<file path="src/rtl/c6288_tb_pkg.sv">
// ---------------------------------------------------------------------------
// c6288_tb_pkg
//   Shared types and constants for the c6288 multiplier response compactor.
//   misr_state_t     : compactor FSM states
//   C6288_OUT_W      : width of the multiplier response vector
//   C6288_IN_W       : width of the multiplier operand vector
//   MISR_POLY_DEFAULT: default Galois feedback taps
// ---------------------------------------------------------------------------
package c6288_tb_pkg;

    typedef enum logic [1:0] {
        IDLE    = 2'd0,
        CAPTURE = 2'd1,
        DONE    = 2'd2
    } misr_state_t;

    localparam int          C6288_OUT_W       = 32;
    localparam int          C6288_IN_W        = 32;
    localparam logic [31:0] MISR_POLY_DEFAULT = 32'h8020_0003;

endpackage

</file>
<file path="src/rtl/misr_core.sv">
// ---------------------------------------------------------------------------
// misr_core
//   Galois MISR state register and step logic.
//   Parameters: W (register width), POLY (feedback taps).
//   Ports:
//     i_clk       clock, updates on posedge
//     i_rst_n     synchronous active-low reset, loads i_seed
//     i_load      load i_seed (has priority over i_en)
//     i_en        absorb i_din with one MISR step
//     i_seed      value loaded on reset/load
//     i_din       response vector to fold in
//     o_sig       current signature
//     o_sig_next  step result for the current inputs (MISR_GOLDEN_CHECK_EN only)
//   Build option: MISR_GOLDEN_CHECK_EN adds the o_sig_next port.
// ---------------------------------------------------------------------------
module misr_core #(
    parameter int           W    = 32,
    parameter logic [W-1:0] POLY = '0
) (
    input  logic         i_clk,
    input  logic         i_rst_n,
    input  logic         i_load,
    input  logic         i_en,
    input  logic [W-1:0] i_seed,
    input  logic [W-1:0] i_din,
`ifdef MISR_GOLDEN_CHECK_EN
    output logic [W-1:0] o_sig_next,
`endif
    output logic [W-1:0] o_sig
);

    logic [W-1:0] r_sig;
    logic [W-1:0] w_step;

    // Shift left; the bit falling off the MSB selects the feedback taps.
    assign w_step = {r_sig[W-2:0], 1'b0} ^ (r_sig[W-1] ? POLY : '0) ^ i_din;

    always_ff @(posedge i_clk) begin
        if (!i_rst_n) begin
            r_sig <= i_seed;
        end else if (i_load) begin
            r_sig <= i_seed;
        end else if (i_en) begin
            r_sig <= w_step;
        end
    end

    assign o_sig = r_sig;
`ifdef MISR_GOLDEN_CHECK_EN
    assign o_sig_next = w_step;
`endif

endmodule

</file>
<file path="src/rtl/c6288_response_misr.sv">
// ---------------------------------------------------------------------------
// c6288_response_misr
//   Compacts c6288 multiplier responses into a Galois MISR signature and
//   flags completion after VEC_LENGTH accepted vectors.
//   Ports:
//     i_clk         clock, all state updates on posedge
//     i_rst_n       synchronous active-low reset
//     i_start       pulse: load SEED, clear count, enter CAPTURE
//     i_resp_valid  i_resp holds a valid response this cycle
//     i_resp        response vector {N545 ... N6288}, N545 at MSB
//     o_busy        high while capturing
//     o_done        high once VEC_LENGTH vectors are absorbed, until start/reset
//     o_count       vectors absorbed in the current run
//     o_signature   current MISR state
//     o_pass/o_fail final signature compare (MISR_GOLDEN_CHECK_EN only)
//   Build option: define MISR_GOLDEN_CHECK_EN for the GOLDEN_SIG comparator.
//
//   state   | meaning
//   --------+----------------------------------------------
//   IDLE    | waiting for start, responses ignored
//   CAPTURE | absorbing valid responses into the signature
//   DONE    | run complete, signature and count frozen
// ---------------------------------------------------------------------------
module c6288_response_misr
    import c6288_tb_pkg::*;
#(
    parameter int                   OUT_WIDTH  = C6288_OUT_W,
    parameter int                   VEC_LENGTH = 7,
    parameter logic [OUT_WIDTH-1:0] SEED       = '0,
    parameter logic [OUT_WIDTH-1:0] POLY       = MISR_POLY_DEFAULT,
    parameter logic [OUT_WIDTH-1:0] GOLDEN_SIG = '0,
    localparam int                  CW         = $clog2(VEC_LENGTH + 1)
) (
    input  logic                 i_clk,
    input  logic                 i_rst_n,
    input  logic                 i_start,
    input  logic                 i_resp_valid,
    input  logic [OUT_WIDTH-1:0] i_resp,
    output logic                 o_busy,
    output logic                 o_done,
    output logic [CW-1:0]        o_count,
`ifdef MISR_GOLDEN_CHECK_EN
    output logic                 o_pass,
    output logic                 o_fail,
`endif
    output logic [OUT_WIDTH-1:0] o_signature
);

    misr_state_t          r_state;
    misr_state_t          w_state_next;
    logic [CW-1:0]        r_count;
    logic                 w_load;
    logic                 w_en;
    logic                 w_last;
    logic [OUT_WIDTH-1:0] w_sig;
`ifdef MISR_GOLDEN_CHECK_EN
    logic [OUT_WIDTH-1:0] w_sig_next;
    logic                 r_pass;
    logic                 r_fail;
`endif

    always_ff @(posedge i_clk) begin
        if (!i_rst_n) begin
            r_state <= IDLE;
        end else begin
            r_state <= w_state_next;
        end
    end

    always_comb begin
        w_state_next = r_state;
        case (r_state)
            IDLE: begin
                if (i_start) w_state_next = CAPTURE;
            end
            CAPTURE: begin
                if (i_start)     w_state_next = CAPTURE;
                else if (w_last) w_state_next = DONE;
            end
            DONE: begin
                if (i_start) w_state_next = CAPTURE;
            end
            default: w_state_next = IDLE;
        endcase
    end

    // Start restarts from any state and always beats a same-cycle vector.
    always_comb begin
        o_busy = (r_state == CAPTURE);
        o_done = (r_state == DONE);
        w_load = i_start;
        w_en   = (r_state == CAPTURE) && i_resp_valid && !i_start;
        w_last = w_en && (r_count == CW'(VEC_LENGTH - 1));
    end

    always_ff @(posedge i_clk) begin
        if (!i_rst_n) begin
            r_count <= '0;
        end else if (w_load) begin
            r_count <= '0;
        end else if (w_en) begin
            r_count <= r_count + CW'(1);
        end
    end

    misr_core #(
        .W    (OUT_WIDTH),
        .POLY (POLY)
    ) u_misr_core (
        .i_clk      (i_clk),
        .i_rst_n    (i_rst_n),
        .i_load     (w_load),
        .i_en       (w_en),
        .i_seed     (SEED),
        .i_din      (i_resp),
`ifdef MISR_GOLDEN_CHECK_EN
        .o_sig_next (w_sig_next),
`endif
        .o_sig      (w_sig)
    );

`ifdef MISR_GOLDEN_CHECK_EN
    // Verdict taken from the step result so it is valid on the DONE-entry edge.
    always_ff @(posedge i_clk) begin
        if (!i_rst_n) begin
            r_pass <= 1'b0;
            r_fail <= 1'b0;
        end else if (w_load) begin
            r_pass <= 1'b0;
            r_fail <= 1'b0;
        end else if (w_last) begin
            r_pass <= (w_sig_next == GOLDEN_SIG);
            r_fail <= (w_sig_next != GOLDEN_SIG);
        end
    end

    assign o_pass = r_pass;
    assign o_fail = r_fail;
`endif

    assign o_count     = r_count;
    assign o_signature = w_sig;

`ifndef SYNTHESIS
    always_ff @(posedge i_clk) begin
        if (i_rst_n && w_en) begin
            assert (!$isunknown(i_resp))
                else $error("c6288_response_misr: unknown bits on i_resp while i_resp_valid");
        end
    end
`endif

endmodule
</file>
<file path="config.mk">
export PLATFORM = sky130hd
export DESIGN_NAME = c6288_response_misr
export DESIGN_NICKNAME = d
export VERILOG_FILES = /design/src/rtl/c6288_tb_pkg.sv /design/src/rtl/misr_core.sv /design/src/rtl/c6288_response_misr.sv
export SDC_FILE = /design/constraint.sdc
export NUM_CORES = 1
export LEC_CHECK = 0
export ABC_AREA = 1
export BUFFER_PORTS_ARGS = -buffer_cell sky130_fd_sc_hd__buf_2
export CAP_MARGIN = 15
export CELL_PAD_IN_SITES_DETAIL_PLACEMENT = 1
export CELL_PAD_IN_SITES_GLOBAL_PLACEMENT = 1
export CORE_MARGIN = 2
export CORE_UTILIZATION = 32
export DETAILED_ROUTE_END_ITERATION = 12
export GPL_ROUTABILITY_DRIVEN = 1
export GPL_TIMING_DRIVEN = 0
export PLACE_DENSITY = 0.9
export REMOVE_ABC_BUFFERS = 1
export SLEW_MARGIN = 20
export SYNTH_ARGS = -nofsm -noshare
export SYNTH_HDL_FRONTEND = slang
export SYNTH_SLANG_ARGS = --single-unit
</file>
<file path="constraint.sdc">
create_clock -name i_clk -period 1.44 [get_ports i_clk]
set_clock_uncertainty 0.15 [all_clocks]
set_input_delay 0.288 -clock i_clk [delete_from_list [all_inputs] [get_ports i_clk]]
set_output_delay 0.288 -clock i_clk [all_outputs]
set_load 0.05 [all_outputs]
</file>
==> summary.log, run 1 <==
qor: critical_path.path_length_in_cells_of_the_critical_path 3
qor: min_path.min_delay_path_depth 3
qor: sta.layout_min_cycle_time 1480 ps
qor: final_layout.post-route-util 46.6%
qor: clocking.clkLatencyLatePin 280 ps
qor: logic_synthesis.synth-compound-area-share 11.6%
qor: sta.final-max-slew-violation-count 0
qor: die.starting_density_of_the_core 33.3%
qor: critical_path.r2r.worst_path.cells 6
qor: die.core_region_area 5110 um2
qor: critical_path.critPathTopFamily flip-flops
qor: logic_synthesis.yosys_register_bits 37
qor: detailed_routing.routed_wl 5.12 mm
qor: critical_path.crit-reg2reg-launch r_state[0]
qor: die.dieArea 5920 um2
qor: place.preCtsSetupSlack -476 ps
qor: place.gpl.final_weighted_congestion 0.693
qor: final_layout.instances_no_fill 376
qor: critical_path.r2r_end o_count[0]
qor: global_route.grt_pass1_vias 1716
qor: critical_path.worst-path-buf-inv 2
qor: critical_path.critical_path.endpoint_type primary output
qor: final_layout.design_area 2380 um2
qor: clocking.cts_made_buffers 5
qor: detailed_routing.firstDrtPassIters 4
qor: logic_synthesis.dominantRegCellSynth dfxtp_1
qor: logic_synthesis.synthTopCellsByCount nand2_1 (71), dfxtp_1 (37), a21oi_1 (34), xor2_1 (30), nor2_1 (15)
qor: power_and_ir_drop.leakage 1.11 nW
qor: final_layout.regArea 744 um2
qor: logic_synthesis.synth_simple_gate_area_share 21.5%
qor: clocking.tritoncts_clock_tree yes
qor: logic_synthesis.synth-warning-count 0
qor: detailed_routing.drt-wirelength-per-cell 13.6 um
qor: detailed_routing.antenna_violating_nets_post_route 0
qor: critical_path.critical_path_class reg2out
qor: detailed_routing.first_iter_violations 54
qor: sta.slew_headroom 64.7%
qor: critical_path.max_stage_delay 370 ps
qor: logic_synthesis.synth_xor_area_share 15.4%
qor: logic_synthesis.synth_area_leaders dfxtp_1 (44%), nand2_1 (16%), xor2_1 (15%)
qor: final_layout.multi_input_area 933 um2
qor: logic_synthesis.asyncSetResetFlopFracSynth 0%
qor: critical_path.critPathArrivalTime 1040 ps
qor: final_layout.post_route_cells_drive_above_1_share 33.3%
qor: clocking.htree_levels 2
qor: sta.worst-slew-pin-transition 528 ps
qor: global_route.antenna_violations_before_repair 0
qor: critical_path.crit_required 1000 ps
qor: logic_synthesis.yosys-mux-area-fraction 0%
qor: detailed_routing.drcViolationCount 0
qor: critical_path.slack_of_the_worst_reg_to_reg_path 40 ps
qor: power_and_ir_drop.worst_ir_drop_vdd 0.466 mV
qor: power_and_ir_drop.power.density_cell_area 846 nW/um2
qor: die.die_extent_in_y 76.9 um
qor: place.place.port_buffers 72
qor: sta.report.final.setup_viol 2
qor: place.dp_hpwl 3.23 mm
qor: clocking.clk_pin_slew_worst_paths 70 ps
qor: job.max_cap_violations 0
qor: logic_synthesis.synth-seq-area-share 43.5%
qor: clocking.tritoncts_num_sinks 37
qor: final_layout.fillers 668
qor: final_layout.final_nets 343
qor: global_route.overflow 0
qor: logic_synthesis.synth-edff-count 0
qor: final_layout.area.growth.synth_to_final 39.9%
qor: sta.hold_violations 0
qor: logic_synthesis.synth.top_cell.area_share 43.5%
qor: sta.fin_setup_tns -69.7 ps
qor: min_path.min_from i_rst_n
qor: clocking.clock_tree.buffer_depth 2
qor: sta.final_critical_path_setup_slack -42.0 ps
qor: clocking.cts.root.buffer_cell clkbuf_8
qor: sta.hold_ws 138 ps
qor: min_path.min_delay_worst_endpoint r_state[0]
qor: power_and_ir_drop.power.total 2.01 mW
qor: critical_path.path_max_fanout 4
qor: sta.rsz0062_at_grt yes
qor: die.fp.dieW 76.9 um
qor: outcome.run_status finished with violations
qor: logic_synthesis.count_leader_synth nand2_1
qor: logic_synthesis.largest_family_of_logic_cells_by_synthesized_area simple AND/OR/NAND/NOR gates
qor: logic_synthesis.yosysUniqueCellTypes 15
qor: sta.fmax 675 MHz
qor: global_route.grt_max_degree 33
qor: detailed_routing.vias_per_cell 4.68
qor: sta.fin_crit_sh 103%
qor: global_route.wire_length_of_the_first_global_routing_pass 7.61 mm
qor: logic_synthesis.synth.cell_area 1700 um2
qor: critical_path.crit_path_cell_trace inv_2, nor2_4, buf_8
qor: final_layout.antennaDiodeCount 0
qor: min_path.min_path_type in2reg
qor: logic_synthesis.synth_area_leader_cell dfxtp_1
qor: outcome.failed_checks setup timing
qor: die.io_pins 73
qor: logic_synthesis.synthesis.area_per_instance 7.56 um2
qor: detailed_routing.route.vias.total 1758
qor: place.post_dp_cell_area 2130 um2
qor: place.place.detailed.instances 358
qor: global_route.global_route.usage.total 15.8%
qor: die.rows 26
qor: critical_path.worstSetupStartpointType register
qor: logic_synthesis.synth-adder-area-share 1.47%
qor: logic_synthesis.synthCells 225
qor: critical_path.critical_path.slowest_cell dfxtp_2
## placed cells by master (no fill, tap or decap)
cell	count
nand2_1	71
buf_2	65
a21oi_1	34
dfxtp_1	34
xor2_1	30
nor2_1	14
inv_1	10
buf_4	6
clkbuf_8	5
nand3_4	4
nand3_1	4
clkbuf_4	4
o21ai_0	3
dfxtp_2	3
inv_2	2
nor2_4	2
nor2_2	2
clkinvlp_4	2
ha_1	2
clkinv_2	2
o21ai_2	1
o211ai_1	1
clkbuf_1	1
clkbuf_16	1
buf_8	1
buf_6	1
buf_12	1
## how the worst max path moves through the flow
stage | from | endpoint | slack (ps)
floorplan | r_state[0] | o_count[0] | -790
detailed placement | r_state[0] | o_count[0] | -480
finish | r_state[0] | o_busy | -40
global route | r_state[0] | o_busy | -100
CTS | r_state[1] | o_done | -150
global placement | r_state[0] | o_count[0] | -840
## report_power, final
part / switching [mW] / internal, mW
clock network: 0.359 / 0.335
logic: 0.168 / 0.104
registers: 0.0119 / 1.03
## state kept, by name, indices dropped and copies added, names as in the netlist
signal             count
r_state                2
o_count                3
u_misr_core.o_sig     32
## metal layers
layer	vias up	GRT usage, %	wire (um)
met5	-	0	0
met4	0	4.73	17
met3	2	4.24	240
met2	45	28.8	2540
met1	841	18.0	2330
li1	870	-	-
## layout make-up
| cell class | instances | area share (%) |
|---|---|---|
| sequential | 37 | 31.3 |
| clock buffer | 6 | 3.05 |
| tap | 70 | 3.68 |
| clock inverter | 2 | 0.421 |
| timing repair buffer | 79 | 19.8 |
| timing repair inverter | 1 | 0.315 |
| multi-input combinational | 168 | 39.2 |
| inverter | 13 | 2.21 |
## worst register-to-register path, delay by kind of cell (launching register included)
kind / cells / cell delay (ps)
flip-flops: 1 / 370
AO/OA/AOI/OAI: 1 / 160
buffers and inverters: 2 / 240
AND/OR/NAND/NOR: 3 / 380
## cell families after synthesis
family / count (synthesis)
buffers and inverters: 23
XOR/XNOR: 30
AND/OR/NAND/NOR: 94
flip-flops: 37
adder cells (fa/ha/maj): 2
AO/OA/AOI/OAI: 39
## repair_timing
item / in CTS / in global routing
endpoints found under the setup margin: 39 / 40
cloned: 0 / 4
pin swaps: 6 / 3
resized for setup: 8 / 17
hold buffers: 0 / 0
endpoints found under the hold margin: 0 / 0
buffers inserted: 1 / 5
No activity file was read; power rests on OpenSTA's default activity.
==> run 2: changes to the inputs <==
CORE_MARGIN = 5   (was 2)
SETUP_SLACK_MARGIN = 0.2   (was unset)
==> run 2 against run 1 <==
Effect of this change: the run still ends with setup timing left; first-iteration DRC count increased by 3.7%; maximum frequency grew 1.7%; setup slack better by 25 ps; critical path type unchanged; critical path depth unchanged; count of clock-buffer cells in the layout grew 1; sequential power about the same.
==> summary.log, run 2 (synthesis gave the netlist of run 1 again) <==
qor: outcome.run_status finished with violations
qor: outcome.failed_checks setup timing
qor: clocking.cts.hold.buffers_added 0 [unchanged]
qor: die.rows 26 [unchanged]
qor: detailed_routing.firstDrtPassIters 4 [unchanged]
qor: final_layout.leading_cell_type_in_the_layout_fill_and_taps_excluded nand2_1
qor: global_route.overflow 0 [unchanged]
qor: detailed_routing.drcViolationCount 0 [unchanged]
qor: critical_path.path_max_fanout 3 [-1]
qor: critical_path.critPathArrivalTime 1020 ps [-20 ps]
qor: critical_path.critical_path.slowest_cell dfxtp_4
qor: clocking.cts_made_buffers 5 [unchanged]
qor: die.io_pins 73 [unchanged]
qor: critical_path.max_stage_delay 400 ps [+30 ps]
qor: detailed_routing.routed_wl 8.04 mm [+57%]
qor: critical_path.crit_required 1000 ps [about the same]
qor: sta.rsz0062_at_grt yes
qor: place.gpl.final_weighted_congestion 0.680 [-1.9%]
qor: final_layout.layout_common_cells nand2_1 (43), buf_4 (42), buf_8 (38)
qor: sta.worst-slew-pin-transition 453 ps [-75.0 ps]
qor: place.place.detailed.instances 358 [unchanged]
qor: sta.hold_ws 128 ps [-9.59 ps]
qor: critical_path.critical_path.endpoint_type primary output
qor: die.dieArea 6880 um2 [+16%]
qor: detailed_routing.antenna_violating_nets_post_route 0 [unchanged]
qor: clocking.htree_levels 2 [unchanged]
qor: power_and_ir_drop.worst_ir_drop_vdd 0.424 mV [-9.1%]
qor: global_route.global_route.usage.total 20.4% [+4.6 points]
qor: clocking.tritoncts_num_sinks 37 [unchanged]
qor: job.max_cap_violations 0 [unchanged]
qor: power_and_ir_drop.leakage 1.53 nW [+38%]
qor: clocking.clkLatencyLatePin 290 ps [about the same]
qor: min_path.min_path_type in2reg
qor: clocking.cts.root.buffer_cell clkbuf_8
qor: detailed_routing.route.vias.total 2043 [+16%]
qor: critical_path.crit_path_cell_trace inv_4, nor2_4, buf_8
qor: final_layout.final_nets 387 [+13%]
qor: sta.fmax 686 MHz [+1.7%]
qor: sta.layout_min_cycle_time 1460 ps [-24.8 ps]
qor: sta.slew_headroom 69.7% [+5.0 points]
qor: sta.fin_crit_sh 101% [-1.7 points]
qor: power_and_ir_drop.power.density_cell_area 642 nW/um2 [-24%]
qor: min_path.min_delay_path_depth 4 [+1]
qor: global_route.grt_max_degree 17 [-48%]
qor: detailed_routing.first_iter_violations 56 [+3.7%]
qor: place.place.port_buffers 72 [unchanged]
qor: global_route.grt_pass1_vias 2255 [+31%]
qor: final_layout.largest_register_ff_count 32 [unchanged]
qor: place.dp_hpwl 3.44 mm [+6.6%]
qor: die.die_extent_in_y 82.9 um [+7.8%]
qor: die.starting_density_of_the_core 33.1% [-0.21 points]
qor: critical_path.r2r.worst_path.cells 7 [+1]
qor: sta.report.final.setup_viol 3 [+1]
qor: final_layout.area.growth.synth_to_final 104%
qor: critical_path.worstSetupStartpointType register
qor: global_route.antenna_violations_before_repair 0 [unchanged]
qor: clocking.clock_tree.buffer_depth 2 [unchanged]
qor: final_layout.antennaDiodeCount 0 [unchanged]
qor: die.fp.dieW 82.9 um [+7.8%]
qor: global_route.wire_length_of_the_first_global_routing_pass 11.3 mm [+49%]
qor: detailed_routing.drt-wirelength-per-cell 19.1 um [+41%]
qor: sta.final-max-slew-violation-count 0 [unchanged]
qor: clocking.tritoncts_clock_tree yes
qor: final_layout.instances_no_fill 420 [+12%]
qor: final_layout.post_route_cells_drive_above_1_share 65.7% [+32 points]
qor: clocking.clk_pin_slew_worst_paths 80 ps [about the same]
qor: sta.final_critical_path_setup_slack -17.2 ps [+24.8 ps]
qor: critical_path.critical_path_class reg2out
qor: detailed_routing.vias_per_cell 4.86 [+4.0%]
qor: die.core_region_area 5140 um2 [+0.64%]
qor: sta.hold_violations 0 [unchanged]
==> run 2: cell count changes in the layout (fill, tap and decap cells not counted), sizes merged <==
cell | before | now
clkbuf | 11 | 8
clkinv | 2 | 1
buf | 74 | 122
==> run 2: path summary, 6_finish.rpt <==
check,start,to,slack (ps)
setup / recovery,r_state[0],o_busy,-20
hold / removal,i_resp[15],u_misr_core.o_sig[15],130
setup reg to reg,r_state[0],u_misr_core.o_sig[25],-10
hold reg to reg,o_count[1],o_count[1],410
==> run 2: cell type report <==
cell class	instances	area [um2]
Multi-Input combinational cell	168	1160
Clock inverter	1	5.00
Tap cell	70	87.6
Sequential cell	37	840
Inverter	13	60.1
Fill cell	567	1670
Timing Repair Buffer	123	1210
Clock buffer	7	96.3
Timing Repair inverter	1	7.51
==> run 2: repair_timing <==
action | in CTS | in global routing
cloned | 6 | 1
buffers inserted | 42 | 5
endpoints found under the setup margin | 73 | 73
resized for setup | 180 | 76
pin swaps | 3 | 26
==> run 2: metrics by stage <==
| stage | power, mW | TNS [ps] | area, um2 | worst slack [ps] | util (%) |
|---|---|---|---|---|---|
| finish | 2.23 | -33.8 | 3470 | -17.2 | 67.4 |
| global route | 2.32 | -847 | 3470 | -71.9 | 67.4 |
| CTS | 2.17 | -7.55 | 3130 | -7.55 | 60.8 |
| detailed placement | 1.30 | -10520 | 2130 | -429 | 41.4 |
| global placement | 1.28 | -28330 | 2090 | -838 | 40.7 |
| floorplan | 1.19 | -22860 | 1640 | -792 | - |
==> run 2: layer usage <==
metal | wire length (um) | track usage [%] | vias to the layer above
met5 | 0 | 0 | -
met3 | 312 | 5.45 | 22
met4 | 255 | 6.69 | 0
li1 | - | - | 963
met1 | 3110 | 22.5 | 993
met2 | 4370 | 37.7 | 65
==> run 2: critical path: cells and delay by family, from the launching register on <==
kind | cells | cell delay [ps]
flip-flops | 1 | 400
AND/OR/NAND/NOR | 1 | 120
buffers and inverters | 2 | 210
==> run 2: power by group <==
part | internal (mW) | leakage, nW | switching (mW) | total [mW]
clock | 0.433 | 0.0542 | 0.386 | 0.820
sequential | 1.00 | 0.323 | 0.0151 | 1.02
combinational | 0.166 | 1.15 | 0.225 | 0.391
==> run 3: changes to the inputs <==
CAP_MARGIN = 40   (was 15)
CORE_UTILIZATION = 35   (was 32)
PLACE_DENSITY = 0.95   (was 0.9)
REMOVE_ABC_BUFFERS = unset   (was 1)
clock period = 1.79 ns   (was 1.44 ns; I/O delays follow)
==> run 3 against run 2 <==
Effect of this change: the run now ends clean; cell count decreased by 11%; first-iteration DRC count fell by 32%; sequential power down 18%; sequential cell count stayed put; die area fell by 7.6%; non-clock buffer count decreased by 41; setup slack improved by 270 ps; final area shrank 34%; routed wire length fell by 37%; global-route usage down 4.2 points; largest cell class is now multi-input combinational cells; core utilization fell by 19 points; clock power down 25%.
==> summary.log, run 3 (synthesis gave the netlist of run 1 again) <==
qor: final_layout.post-route-util 48.1% [-19 points]
qor: clocking.cts.repair_timing.setup_buffer_count 0 [-100%]
qor: sta.fin_setup_tns 0 ps [+33.8 ps]
qor: sta.fin_crit_sh 85.6%
qor: clocking.clk_pin_slew_worst_paths 70 ps [about the same]
qor: critical_path.critPathTopFamily flip-flops
qor: power_and_ir_drop.power.density_cell_area 725 nW/um2 [+13%]
qor: die.io_pins 73 [unchanged]
qor: place.gpl.final_weighted_congestion 0.815 [+20%]
qor: sta.hold_violations 0 [unchanged]
qor: power_and_ir_drop.p_int 1.22 mW [-24%]
qor: detailed_routing.firstDrtPassIters 4 [unchanged]
qor: critical_path.worstSetupStartpointType register
qor: global_route.overflow 0 [unchanged]
qor: logic_synthesis.syn_nets 263
qor: power_and_ir_drop.switch_share 26.1% [-2.1 points]
qor: place.dp_hpwl 3.99 mm [+16%]
qor: die.dieArea 6360 um2 [-7.6%]
qor: final_layout.layout_common_cells buf_2 (75), nand2_1 (71), dfxtp_1 (35)
qor: critical_path.max_stage_delay 450 ps [+50 ps]
qor: clocking.tritoncts_num_sinks 37 [unchanged]
qor: critical_path.critPathArrivalTime 1030 ps [about the same]
qor: clocking.cts.hold.buffers_added 0 [unchanged]
qor: detailed_routing.vias_per_cell 4.56 [-6.2%]
qor: power_and_ir_drop.worst_ir_drop_vdd 0.333 mV [-21%]
qor: sta.fmax 652 MHz
qor: global_route.grt_max_degree 13 [-4]
qor: sta.final-max-slew-violation-count 0 [unchanged]
qor: detailed_routing.drt-wirelength-per-cell 13.5 um [-29%]
qor: sta.layout_min_cycle_time 1530 ps
qor: clocking.cts.root.buffer_cell clkbuf_8
qor: outcome.run_status completed
qor: place.place.port_buffers 72 [unchanged]
qor: final_layout.design_area 2270 um2 [-34%]
qor: sta.report.final.setup_viol 0 [-3]
qor: die.starting_density_of_the_core 36.0% [+2.9 points]
qor: clocking.clock_tree.buffer_depth 2 [unchanged]
qor: clocking.cts_made_buffers 5 [unchanged]
qor: detailed_routing.first_iter_violations 38 [-32%]
qor: final_layout.leading_cell_type_in_the_layout_fill_and_taps_excluded buf_2
qor: critical_path.crit_path_cell_trace clkbuf_4
qor: clocking.htree_levels 2 [unchanged]
qor: sta.worst-slew-pin-transition 451 ps [-2.52 ps]
qor: global_route.wire_length_of_the_first_global_routing_pass 8.00 mm [-29%]
qor: final_layout.fillers 615 [+8.5%]
qor: power_and_ir_drop.leakage 1.11 nW [-28%]
qor: final_layout.final_nets 342 [-12%]
qor: critical_path.worst-path-buf-inv 1 [-1]
qor: global_route.antenna_violations_before_repair 0 [unchanged]
qor: die.fp.dieW 79.7 um [-3.9%]
qor: power_and_ir_drop.share_seq_of_total_power 51.1% [+5.5 points]
qor: place.post_dp_cell_area 2150 um2 [+1.1%]
qor: min_path.min_path_type in2reg
qor: power_and_ir_drop.power.total 1.65 mW [-26%]
qor: final_layout.largest_register_ff_count 32 [unchanged]
qor: clocking.post_cts_resized 3 [-98%]
qor: global_route.global_route.usage.total 16.2% [-4.2 points]
qor: final_layout.post_route_cells_drive_above_1_share 31.1% [-35 points]
qor: clocking.clkLatencyLatePin 290 ps [about the same]
qor: critical_path.critical_path.endpoint_type primary output
qor: sta.slew_headroom 69.9% [+0.20 points]
qor: power_and_ir_drop.clockPowerShare 37.3% [+0.5 points]
qor: die.rows 25 [-3.8%]
qor: detailed_routing.routed_wl 5.03 mm [-37%]
qor: sta.rsz0062_at_grt no
qor: job.max_cap_violations 0 [unchanged]
qor: die.die_extent_in_y 79.7 um [-3.9%]
qor: final_layout.multi_input_area 860 um2 [-26%]
qor: global_route.grt_pass1_vias 1747 [-23%]
qor: final_layout.antennaDiodeCount 0 [unchanged]
qor: critical_path.critical_path_class reg2out
qor: detailed_routing.drcViolationCount 0 [unchanged]
qor: detailed_routing.antenna_violating_nets_post_route 0 [unchanged]
qor: critical_path.path_max_fanout 7 [+4]
qor: critical_path.crit_required 1280 ps [+280 ps]
qor: clocking.tritoncts_clock_tree yes
qor: critical_path.critical_path.slowest_cell dfxtp_1
qor: die.core_region_area 4720 um2 [-8.1%]
qor: power_and_ir_drop.combinationalPowerShare 11.5% [-6.1 points]
qor: final_layout.area.growth.synth_to_final 33.5%
qor: final_layout.regArea 743 um2 [-11%]
qor: power_and_ir_drop.power.switching 0.429 mW [-32%]
qor: detailed_routing.route.vias.total 1698 [-17%]
[run 3: cell count changes in the layout (fill, tap and decap cells not counted), moves of 21 or more]
cell	change
buf_8	-37
dfxtp_1	+35
buf_2	+40
nand2_1	+28
buf_4	-42
dfxtp_4	-21
[run 3: power by group through the flow]
stage | Clock [mW] | Sequential (mW) | Combinational (mW)
after floorplan | 0 | 0.886 | 0.0821
after global placement | 0 | 0.859 | 0.181
after detailed placement | 0 | 0.860 | 0.188
after CTS | 0.635 | 0.841 | 0.190
after global routing | 0.673 | 0.842 | 0.210
final | 0.615 | 0.841 | 0.190
[run 3: worst paths after layout]
kind / startpoint / to / slack, ps / cells past startpoint
worst max register to register: r_state[0] / u_misr_core.o_sig[15] / 350 / 6
worst max-delay path: u_misr_core.o_sig[31] / o_signature[31] / 260 / 1
worst min register to register: u_misr_core.o_sig[29] / u_misr_core.o_sig[29] / 340 / 2
worst min-delay path: i_rst_n / r_state[0] / 180 / 3
[run 3: cell type report]
class                      instances  share of cell area [%]
buffer                            10                    2.64
clock buffer                       6                    3.64
clock inverter                     2                   0.606
inverter                          13                    2.15
multi-input combinational        165                    37.9
sequential                        37                    32.7
tap                               67                    3.69
timing repair buffer              72                    16.7
[run 3: per-layer routing]
| metal | GRT usage [%] | vias to the layer above | wire length [um] |
|---|---|---|---|
| li1 | - | 858 | - |
| met1 | 17.5 | 790 | 2010 |
| met2 | 30.9 | 42 | 2720 |
| met3 | 3.84 | 8 | 209 |
| met4 | 4.98 | 0 | 86 |
| met5 | 0 | - | 0 |
[run 3: through the flow]
step                      worst slack (ps)  hold WS [ps]  instances
after global placement                 253           324        364
after global routing                   201           182        372
after CTS                              151           176        372
after detailed placement               223           330        364
after floorplan                        190           358        225
final                                  257           176        372
